===== src/rtl/usr_pkg.sv =====
// usr_pkg: shared definitions for the universal-shift-register sequencer.
//   WIDTH_DEF   default width of the driven shift register
//   op_t        command opcodes carried on cmd_op
//   smode_t     mode codes driven on S to the shift register
//   state_t     sequencer FSM states
//   mode_of()   maps an opcode to the shift-register mode it runs in
package usr_pkg;

   localparam int WIDTH_DEF = 4;

   typedef enum logic [1:0] {
      OP_LOAD = 2'b00,
      OP_SHR  = 2'b01,
      OP_SHL  = 2'b10,
      OP_ROR  = 2'b11
   } op_t;

   typedef enum logic [1:0] {
      S_HOLD = 2'b00,
      S_SHR  = 2'b01,
      S_SHL  = 2'b10,
      S_LOAD = 2'b11
   } smode_t;

   typedef enum logic {
      ST_IDLE = 1'b0,
      ST_RUN  = 1'b1
   } state_t;

   // Rotate right is a plain right shift whose serial input is Q[0].
   function automatic smode_t mode_of(input op_t op);
      case (op)
         OP_LOAD: return S_LOAD;
         OP_SHL:  return S_SHL;
         default: return S_SHR;
      endcase
   endfunction

endpackage


===== src/rtl/usr_step_cnt.sv =====
// usr_step_cnt: loadable 2-bit down counter with zero flag.
//   clk       rising-edge clock
//   reset     asynchronous active-low reset (count returns to 0)
//   load      load load_val (has priority over dec)
//   load_val  remaining steps minus one
//   dec       decrement request; the count saturates at 0
//   zero      count is 0 (the current step is the final one)
module usr_step_cnt (
   input  logic       clk,
   input  logic       reset,
   input  logic       load,
   input  logic [1:0] load_val,
   input  logic       dec,
   output logic       zero
);

   logic [1:0] cnt;

   always_ff @(posedge clk or negedge reset) begin
      if (!reset) begin
         cnt <= 2'd0;
      end else if (load) begin
         cnt <= load_val;
      end else if (dec && (cnt != 2'd0)) begin
         cnt <= cnt - 2'd1;
      end
   end

   assign zero = (cnt == 2'd0);

endmodule


===== src/rtl/usr_seq.sv =====
// usr_seq: command sequencer for a 4-bit universal shift register.
//   clk        rising-edge clock
//   reset      asynchronous active-low reset
//   cmd_valid  command request; accepted when cmd_valid && cmd_ready
//   cmd_ready  high exactly while idle
//   cmd_op     LOAD / SHR / SHL / ROR
//   cmd_cnt    shift steps minus one (ignored for LOAD)
//   cmd_fill   serial fill bit for SHR / SHL
//   cmd_data   parallel word for LOAD
//   q_fb       current Q of the shift register (feeds ROR)
//   S          shift-register mode (hold / right / left / load)
//   D          parallel data to the shift register
//   SR, SL     right / left serial inputs
//   busy       high exactly while a command runs
//   done       one-cycle pulse in the first idle cycle after a command
module usr_seq
   import usr_pkg::*;
#(
   parameter int WIDTH = WIDTH_DEF
) (
   input  logic             clk,
   input  logic             reset,
   input  logic             cmd_valid,
   output logic             cmd_ready,
   input  logic [1:0]       cmd_op,
   input  logic [1:0]       cmd_cnt,
   input  logic             cmd_fill,
   input  logic [WIDTH-1:0] cmd_data,
   input  logic [WIDTH-1:0] q_fb,
   output logic [1:0]       S,
   output logic [WIDTH-1:0] D,
   output logic             SR,
   output logic             SL,
   output logic             busy,
   output logic             done
);

   state_t     state;
   op_t        op_q;
   op_t        cmd_op_e;
   logic       sr_q;
   logic       accept;
   logic       step_zero;
   logic [1:0] cnt_load;
   logic       unused_qhi;

   assign cmd_op_e  = op_t'(cmd_op);
   assign cmd_ready = (state == ST_IDLE);
   assign busy      = (state == ST_RUN);
   assign accept    = cmd_valid && cmd_ready;
   // A LOAD is a single step regardless of cmd_cnt.
   assign cnt_load  = (cmd_op_e == OP_LOAD) ? 2'd0 : cmd_cnt;

   usr_step_cnt u_step_cnt (
      .clk      (clk),
      .reset    (reset),
      .load     (accept),
      .load_val (cnt_load),
      .dec      (busy),
      .zero     (step_zero)
   );

   always_ff @(posedge clk or negedge reset) begin
      if (!reset) begin
         state <= ST_IDLE;
         op_q  <= OP_LOAD;
         S     <= S_HOLD;
         D     <= '0;
         sr_q  <= 1'b0;
         SL    <= 1'b0;
         done  <= 1'b0;
      end else begin
         done <= 1'b0;
         case (state)
            ST_IDLE: begin
               if (cmd_valid) begin
                  state <= ST_RUN;
                  op_q  <= cmd_op_e;
                  S     <= mode_of(cmd_op_e);
                  D     <= cmd_data;
                  sr_q  <= (cmd_op_e == OP_SHR) && cmd_fill;
                  SL    <= (cmd_op_e == OP_SHL) && cmd_fill;
               end
            end
            ST_RUN: begin
               // The edge that ends the final step returns S to hold, so the
               // register performs exactly cnt+1 (or 1 for LOAD) operations.
               if (step_zero) begin
                  state <= ST_IDLE;
                  S     <= S_HOLD;
                  done  <= 1'b1;
               end
            end
            default: state <= ST_IDLE;
         endcase
      end
   end

   // Rotate feeds the bit about to fall off Q[0] straight back into Q[3];
   // it must track Q every step, so this path is combinational.
   assign SR = (busy && (op_q == OP_ROR)) ? q_fb[0] : sr_q;

   // Only Q[0] is needed; the upper feedback bits are intentionally unused.
   assign unused_qhi = ^q_fb[WIDTH-1:1];

endmodule


===== config.mk =====
export PLATFORM = sky130hd
export DESIGN_NAME = usr_seq
export DESIGN_NICKNAME = d
export VERILOG_FILES = /design/src/rtl/usr_pkg.sv /design/src/rtl/usr_step_cnt.sv /design/src/rtl/usr_seq.sv
export SDC_FILE = /design/constraint.sdc
export NUM_CORES = 1
export LEC_CHECK = 0
export ABC_AREA = 1
export CAP_MARGIN = 15
export CELL_PAD_IN_SITES_DETAIL_PLACEMENT = 1
export CELL_PAD_IN_SITES_GLOBAL_PLACEMENT = 1
export CORE_MARGIN = 2
export CORE_UTILIZATION = 31
export DETAILED_ROUTE_END_ITERATION = 16
export PLACE_DENSITY_LB_ADDON = 0.1
export SYNTH_ARGS = -nofsm -noshare
export SYNTH_HDL_FRONTEND = slang
export SYNTH_SLANG_ARGS = --single-unit

===== constraint.sdc =====
create_clock -name clk -period 3.25 [get_ports clk]
set_input_delay 0.65 -clock clk [delete_from_list [all_inputs] [get_ports clk]]
set_output_delay 0.65 -clock clk [all_outputs]
set_load 0.01 [all_outputs]

== Word-level counts from Yosys, hierarchy flattened ==
Index checks and enable logic that the tools add are counted.

* Output and inout bits: 11
* Word-level logic and storage cells: 39
* Bits in registers: 14
* Bits of input ports: 16

* Add/sub/neg operators: 1
* Mux-type cells: 13
* Equal/unequal tests: 5
* Reductions and logical operators: 11
* Bitwise operators: 1

{| class="wikitable"
|+ Operators by type and width
! operator !! count
|-
| $mux 2 || 5
|-
| $pmux 2 s2 || 2
|-
| $logic_and 1x1->1 || 5
|-
| $mux 1 || 5
|-
| $eq 2x2->1 const B || 2
|-
| $logic_not 2->1 || 2
|-
| $reduce_and 2->1 || 2
|-
| $reduce_bool 2->1 || 2
|-
| $eq 2x1->1 const B || 1
|-
| $ne 2x1->1 const B || 1
|-
| $ne 2x2->1 const B || 1
|-
| $pmux 1 s2 || 1
|-
| $sub 2x1->2 const B || 1
|-
| $not 1->1 || 1
|}

== Depth between registers and ports, before layout ==
Gate-level depths: netlist of run 1.

* Word-level depth: 4
* Mapped depth: 8

== Modules after synthesis ==
A second synthesis of run 1 with hierarchy kept.

* Cells, all modules: 79
* Area, all modules: 658.1 um^2

{| class="wikitable"
|+ Modules (own cells, without submodules)
! module !! instances !! seq. area each (um^2) !! area each (um^2) !! cells each
|-
| usr_seq || 1 || 300.3 || 530.5 || 60
|-
| usr_step_cnt || 1 || 50.0 || 127.6 || 19
|}

== Worst setup path after synthesis of run 1 ==
OpenSTA, ideal clock, no wires.

* Kind: in2out
* From: input port q_fb[0]
* To: output port SR
* Slack: 1.647 ns
* Arrival time: 0.953 ns
* Stages on the path: 2
* Path through: inv_1 -> o21ai_0

* Word-level cells in the longest chain between the ends: 1

{| class="wikitable"
|+ RTL lines
! element !! line !! source
|-
| from (decl) || usr_seq.sv:29 || <nowiki>input logic [WIDTH-1:0] q_fb,</nowiki>
|-
| $mux 1 || usr_seq.sv:101 || <nowiki>assign SR = (busy && (op_q == OP_ROR)) ? q_fb[0] : sr_q;</nowiki>
|-
| to (decl) || usr_seq.sv:32 || <nowiki>output logic SR,</nowiki>
|}

Every way passes these cells.

== Final worst setup path of run 1 ==
Same ends and word-level chain as after synthesis.

==> metrics.txt, run 1 <==
slew at the pin closest to its max-slew limit=645.8 ps; FILL cells=250; layout cells sized above 1=8.000%; WL/cell=12.08 microns; critical path required time=2600 ps; area of the core=0.001962 sq mm; Max Freq=396.3 MHz; Arrival @ worst endpoint=1870 ps; Max-Cap Viols=0; detailed placement HPWL=1174 microns; Ant. Diodes=0; CTS Hold Buffers Added=0; H-tree depth=1; Root Driver=clkbuf_4; TritonCTS clock tree=built; Int Power=506.1 uW; post-route ant nets=0; drt total wl=1534 microns; Layout Skew=0.8366 ps; Reg power frac=37.4%; Buffers on Ports=23; GRT overflow=0; Die X=49.77 microns; CP Capture Type=output pin; syn_nets=93; post-synth cell types=13; Hold Path Class=reg2reg; Synth Cell Area=649.4 sq um; critical-path maximum fanout=1; Sum Neg Setup Slack=0 ps; Synth Warn #=0; status=finished, final reports clean; die area=0.002477 sq mm; WL met2=758 microns; DRC=0; Power Density=861.0 mW/mm^2; Slew Viols, Final=0; cell count after synthesis=75; largest net degree at the start of global routing=21; vias per cell=4.630; clock sink count=14; fin util=47.39%; Lkg Pwr=0.0004609 uW; Clk pwr share=15.5%; Num CTS Buffers=3; drt initial violations=5; P&R area growth vs syn=43.16%; met3 WL=91 microns; Net count, final=119; Pwr Total=800.4 uW; Setup WS pre-CTS=736.6 ps; switching share of total power=36.77%; Cells after DPL=123; I/O pin count=27; initial antenna violation count=0; GRT Overall Usage=14.19%; startpoint types=input pin; final worst slack=726.7 ps; DR pass1 iterations=4; Setup CP Type=in2out; Final Hold Violating Endpoints=0; highest metal used=met3; setup bufs post-CTS=0; Seq/Total Area, Yosys=53.95%; post-cts sizing count=0; RSZ-0062 raised after global routing=false; worst ir drop on vdd=0.0003626 V; Avg Inst Size Synth=8.658 sq um; Setup Viol. Count Final=0; via count of the first global-routing pass=649; Std-Cell Rows=16; worst skew pair latency=270 ps; min Tclk post-route=2523 ps; slew margin rel.=56.81%; NetSw=294.3 uW; Logic pwr share=47.0%; first-pass GRT wire length=2808 microns; Post-Layout Cell Count=127; Metal-1 WL=684 microns; CTS max path bufs=2; Initial Util=33.10%; Worst-path clk slew=90 ps; DR vias=588; final weighted congestion in routability-driven placement=0.7268; Die Span Y=49.77 microns; period utilisation layout=77.64%; Yosys reg bits=14
## power by group through the flow
stage / logic [uW] / clock network [uW] / registers (uW)
floorplan: 186 / 0 / 321
global placement: 365 / 0 / 303
detailed placement: 382 / 0 / 304
CTS: 384 / 131 / 302
global route: 422 / 137 / 315
finish: 377 / 124 / 300
## area by class of cell
type / instances / area, sq um / share of cell area (%)
clock buffer: 4 / 36.28 / 3.903
inverter: 10 / 37.54 / 4.038
sequential: 14 / 350.3 / 37.69
multi-input combinational: 49 / 241.5 / 25.98
tap: 27 / 33.78 / 3.634
timing repair buffer: 23 / 230.2 / 24.76
## sequential cells by signal, summed over array words and instances, names as in the netlist
register,cells
D,4
S,2
op_q,2
u_step_cnt.cnt,2
SL,1
busy,1
done,1
sr_q,1
## per-stage QoR
stage | instance area [sq um] | hold WS (ps)
final | 929.6 | 484.1
after global routing | 929.6 | 544.1
after CTS | 929.6 | 489.5
after detailed placement | 893.4 | 464.9
after global placement | 893.4 | 464.0
after floorplan | 649.4 | 354.4
## path summary, 6_finish.rpt
kind | start | end | slack (ps) | depth (start not counted)
worst max-delay path | q_fb[0] | SR | 730 | 4
worst min register to register | D[2] | D[2] | 480 | 2
min in group asynchronous | reset | done | 770 | 1
worst min-delay path | D[2] | D[2] | 480 | 2
max in group asynchronous | reset | sr_q | 2070 | 1
worst max register to register | u_step_cnt.cnt[0] | u_step_cnt.cnt[0] | 2050 | 8
## cells in the final DEF, fill, tap and decap left out
cell type        count
clkdlybuf4s50_1     23
nand4_1              1
ha_1                 2
inv_1                8
clkbuf_8             1
o21ai_0              7
nand2_1             23
nor2_1               5
nand3_1              8
nand3b_1             1
inv_2                2
dfrtp_1             14
clkbuf_4             3
nand2_4              2
## cell usage after synthesis
library cell | n | area [sq um]
inv_2 | 2 | 7.510
ha_1 | 2 | 25.02
nand2_1 | 23 | 86.33
o21ai_0 | 7 | 35.03
nand4_1 | 1 | 6.260
buf_8 | 1 | 15.01
nand3b_1 | 1 | 7.510
buf_2 | 1 | 5.000
nor2_1 | 5 | 18.77
nand2_4 | 2 | 22.52
inv_1 | 8 | 30.03
dfrtp_1 | 14 | 350.3
nand3_1 | 8 | 40.04
## cells by family (layout without fill, tap and decap cells)
| kind of cell | count (synthesis) | count (layout) | share of synthesized area, % |
|---|---|---|---|
| AO/OA/AOI/OAI | 7 | 7 | 5.394 |
| adder cells (fa/ha/maj) | 2 | 2 | 3.853 |
| buffers and inverters | 12 | 37 | 8.862 |
| flip-flops | 14 | 14 | 53.95 |
| AND/OR/NAND/NOR | 40 | 40 | 27.94 |
## layer usage
metal | GRT usage (%) | up-vias
met1 | 16.38 | 286
met4 | 1.389 | 0
met3 | 4.242 | 0
met5 | 0 | -
li1 | - | 285
met2 | 26.44 | 17
## worst max-delay path, cell delays in order
cell	delay [ps]
clkdlybuf4s50_1	450
inv_1	30
o21ai_0	170
clkdlybuf4s50_1	570
(Power assumes the default switching activity.)
==> run 2: changes to the inputs <==
--- a/config.mk
+++ b/config.mk
@@ -10,7 +10,7 @@
 export CELL_PAD_IN_SITES_DETAIL_PLACEMENT = 1
 export CELL_PAD_IN_SITES_GLOBAL_PLACEMENT = 1
 export CORE_MARGIN = 2
-export CORE_UTILIZATION = 31
+export CORE_UTILIZATION = 26
 export DETAILED_ROUTE_END_ITERATION = 16
 export PLACE_DENSITY_LB_ADDON = 0.1
 export SYNTH_ARGS = -nofsm -noshare
==> constraint.sdc (replaced) <==
create_clock -name clk -period 2.3 [get_ports clk]
set_input_delay 0.46 -clock clk [delete_from_list [all_inputs] [get_ports clk]]
set_output_delay 0.46 -clock clk [all_outputs]
set_load 0.01 [all_outputs]
==> run 2 against run 1 <==
  * Combinational power is 39% higher
  * Critical path depth stayed put
  * Largest cell class unchanged
  * First-iteration DRC count is 60% lower
  * Global-route usage is 2.3 points lower
  * Via count is 3.7% lower
  * Register-to-register slack worse by 940 ps
  * Sequential share of layout area is 0.15 points lower
  * Die area is 18% higher
  * Design area is 0.40% higher
  * Highest routed layer is now met4
  * Setup slack worse by 570 ps
  * Clock skew is 6.6 ps higher
  * Hold slack worse by 2.6 ps
==> metrics.txt, run 2 (synthesis gave the netlist of run 1 again) <==
Final Hold Violating Endpoints=0 (unchanged); TritonCTS clock tree=built (unchanged); status=finished, final reports clean (unchanged); max reg flops=4 (unchanged); via count of the first global-routing pass=517 (was 649); final worst slack=160.6 ps (was 726.7 ps); DRC=0 (unchanged); slew margin rel.=57.63% (was 56.81%); final hold slack=481.5 ps (was 484.1 ps); post-route ant nets=0 (unchanged); worst skew pair latency=270 ps (about the same); Root Driver=clkbuf_4 (unchanged); CTS Hold Buffers Added=0 (unchanged); clock sink count=14 (unchanged); Setup Viol. Count Final=0 (unchanged); period utilisation layout=93.02%; commonest cells after routing, fill and taps aside=nand2_1, clkdlybuf4s50_1, dfrtp_1 (unchanged); Setup WS pre-CTS=151.8 ps (was 736.6 ps); fin util=38.73% (was 47.39%); Initial Util=26.95% (was 33.10%); vias per cell=4.354 (was 4.630); multi-input logic area=241.5 sq um (unchanged); P&R area growth vs syn=43.74% (was 43.16%); largest net degree at the start of global routing=21 (unchanged); Max-Cap Viols=0 (unchanged); Std-Cell Rows=18 (was 16); layout cells sized above 1=8.000% (unchanged); I/O pin count=27 (unchanged); area of the core=0.002410 sq mm (was 0.001962 sq mm); Ant. Diodes=0 (unchanged); CTS max path bufs=2 (unchanged); RSZ-0062 raised after global routing=false (unchanged); min Tclk post-route=2139 ps; die area=0.002913 sq mm (was 0.002477 sq mm); Die X=53.98 microns (was 49.77 microns); post-cts sizing count=0 (unchanged); critical path required time=1840 ps (was 2600 ps); Worst-path clk slew=90 ps (about the same); GRT Overall Usage=11.89% (was 14.19%); startpoint types=input pin (unchanged); drt initial violations=2 (was 5); setup bufs post-CTS=0 (unchanged); Arrival @ worst endpoint=1680 ps (was 1870 ps); slew at the pin closest to its max-slew limit=633.6 ps (was 645.8 ps); Sum Neg Setup Slack=0 ps (unchanged); Net count, final=119 (unchanged); Biggest register=D (unchanged); FILL cells=297 (was 250); first-pass GRT wire length=2401 microns (was 2808 microns); drt total wl=1493 microns (was 1534 microns); Die Span Y=53.98 microns (was 49.77 microns); worst ir drop on vdd=0.0003962 V (was 0.0003626 V); GRT overflow=0 (unchanged); CP Capture Type=output pin (unchanged); Lkg Pwr=0.0004609 uW (unchanged); Slew Viols, Final=0 (unchanged); FF/Latch Area=350.3 sq um (unchanged); critical-path maximum fanout=1 (unchanged); detailed placement HPWL=1137 microns (was 1174 microns); H-tree depth=1 (unchanged); WL/cell=11.48 microns (was 12.08 microns); Buffers on Ports=23 (unchanged); Setup CP Type=in2out (unchanged); final weighted congestion in routability-driven placement=0.7373 (was 0.7268); Hold Path Class=reg2reg (unchanged); Cells after DPL=126 (was 123); Num CTS Buffers=3 (unchanged); initial antenna violation count=0 (unchanged); Power Density=1203 mW/mm^2 (was 861.0 mW/mm^2); DR vias=566 (was 588); Layout Skew=7.414 ps (was 0.8366 ps); DR pass1 iterations=2 (was 4); Post-Layout Cell Count=130 (was 127); Max Freq=467.4 MHz
==> run 2: cell counts in the layout (fill, tap and decap cells not counted) <==
No cell type changed its count.
==> run 2: cell type report <==
| class | count | area share [%] |
|---|---|---|
| Sequential cell | 14 | 37.53 |
| Multi-Input combinational cell | 49 | 25.87 |
| Timing Repair Buffer | 23 | 24.66 |
| Inverter | 10 | 4.021 |
| Tap cell | 30 | 4.021 |
| Clock buffer | 4 | 3.887 |
==> run 2: critical path, cell delays in order <==
cell and delay [ps]:
clkdlybuf4s50_1 450, inv_1 40, o21ai_0 170, clkdlybuf4s50_1 560
==> run 2: layer usage <==
metal | wire [microns] | GRT usage [%] | vias to the layer above
met5 | 0 | 0 | -
met4 | 17 | 5.000 | 0
met3 | 96 | 3.056 | 2
met2 | 703 | 18.90 | 14
met1 | 676 | 15.24 | 267
li1 | - | - | 283
==> run 2: per-stage QoR <==
step | cell area (sq um) | total power (uW)
2_1_floorplan | 649.4 | 717.6
3_3_place_gp | 897.1 | 950.6
3_5_place_dp | 897.1 | 968.4
4_1_cts | 933.4 | 1145
5_1_grt | 933.4 | 1235
6_report | 933.4 | 1123
==> run 2: worst paths after layout <==
| kind | startpoint | endpoint | slack (ps) | cells past startpoint |
|---|---|---|---|---|
| min | D[0] | D[0] | 480 | 2 |
| min in group asynchronous | reset | D[0] | 570 | 1 |
| min reg2reg | D[0] | D[0] | 480 | 2 |
| max | q_fb[0] | SR | 160 | 4 |
| max in group asynchronous | reset | D[1] | 1310 | 1 |
| max reg2reg | u_step_cnt.cnt[0] | u_step_cnt.cnt[0] | 1110 | 8 |
==> run 2: power breakdown <==
group / switching [uW] / internal, uW
registers: 69.5 / 357
clock network: 76.9 / 96.0
logic: 263 / 261
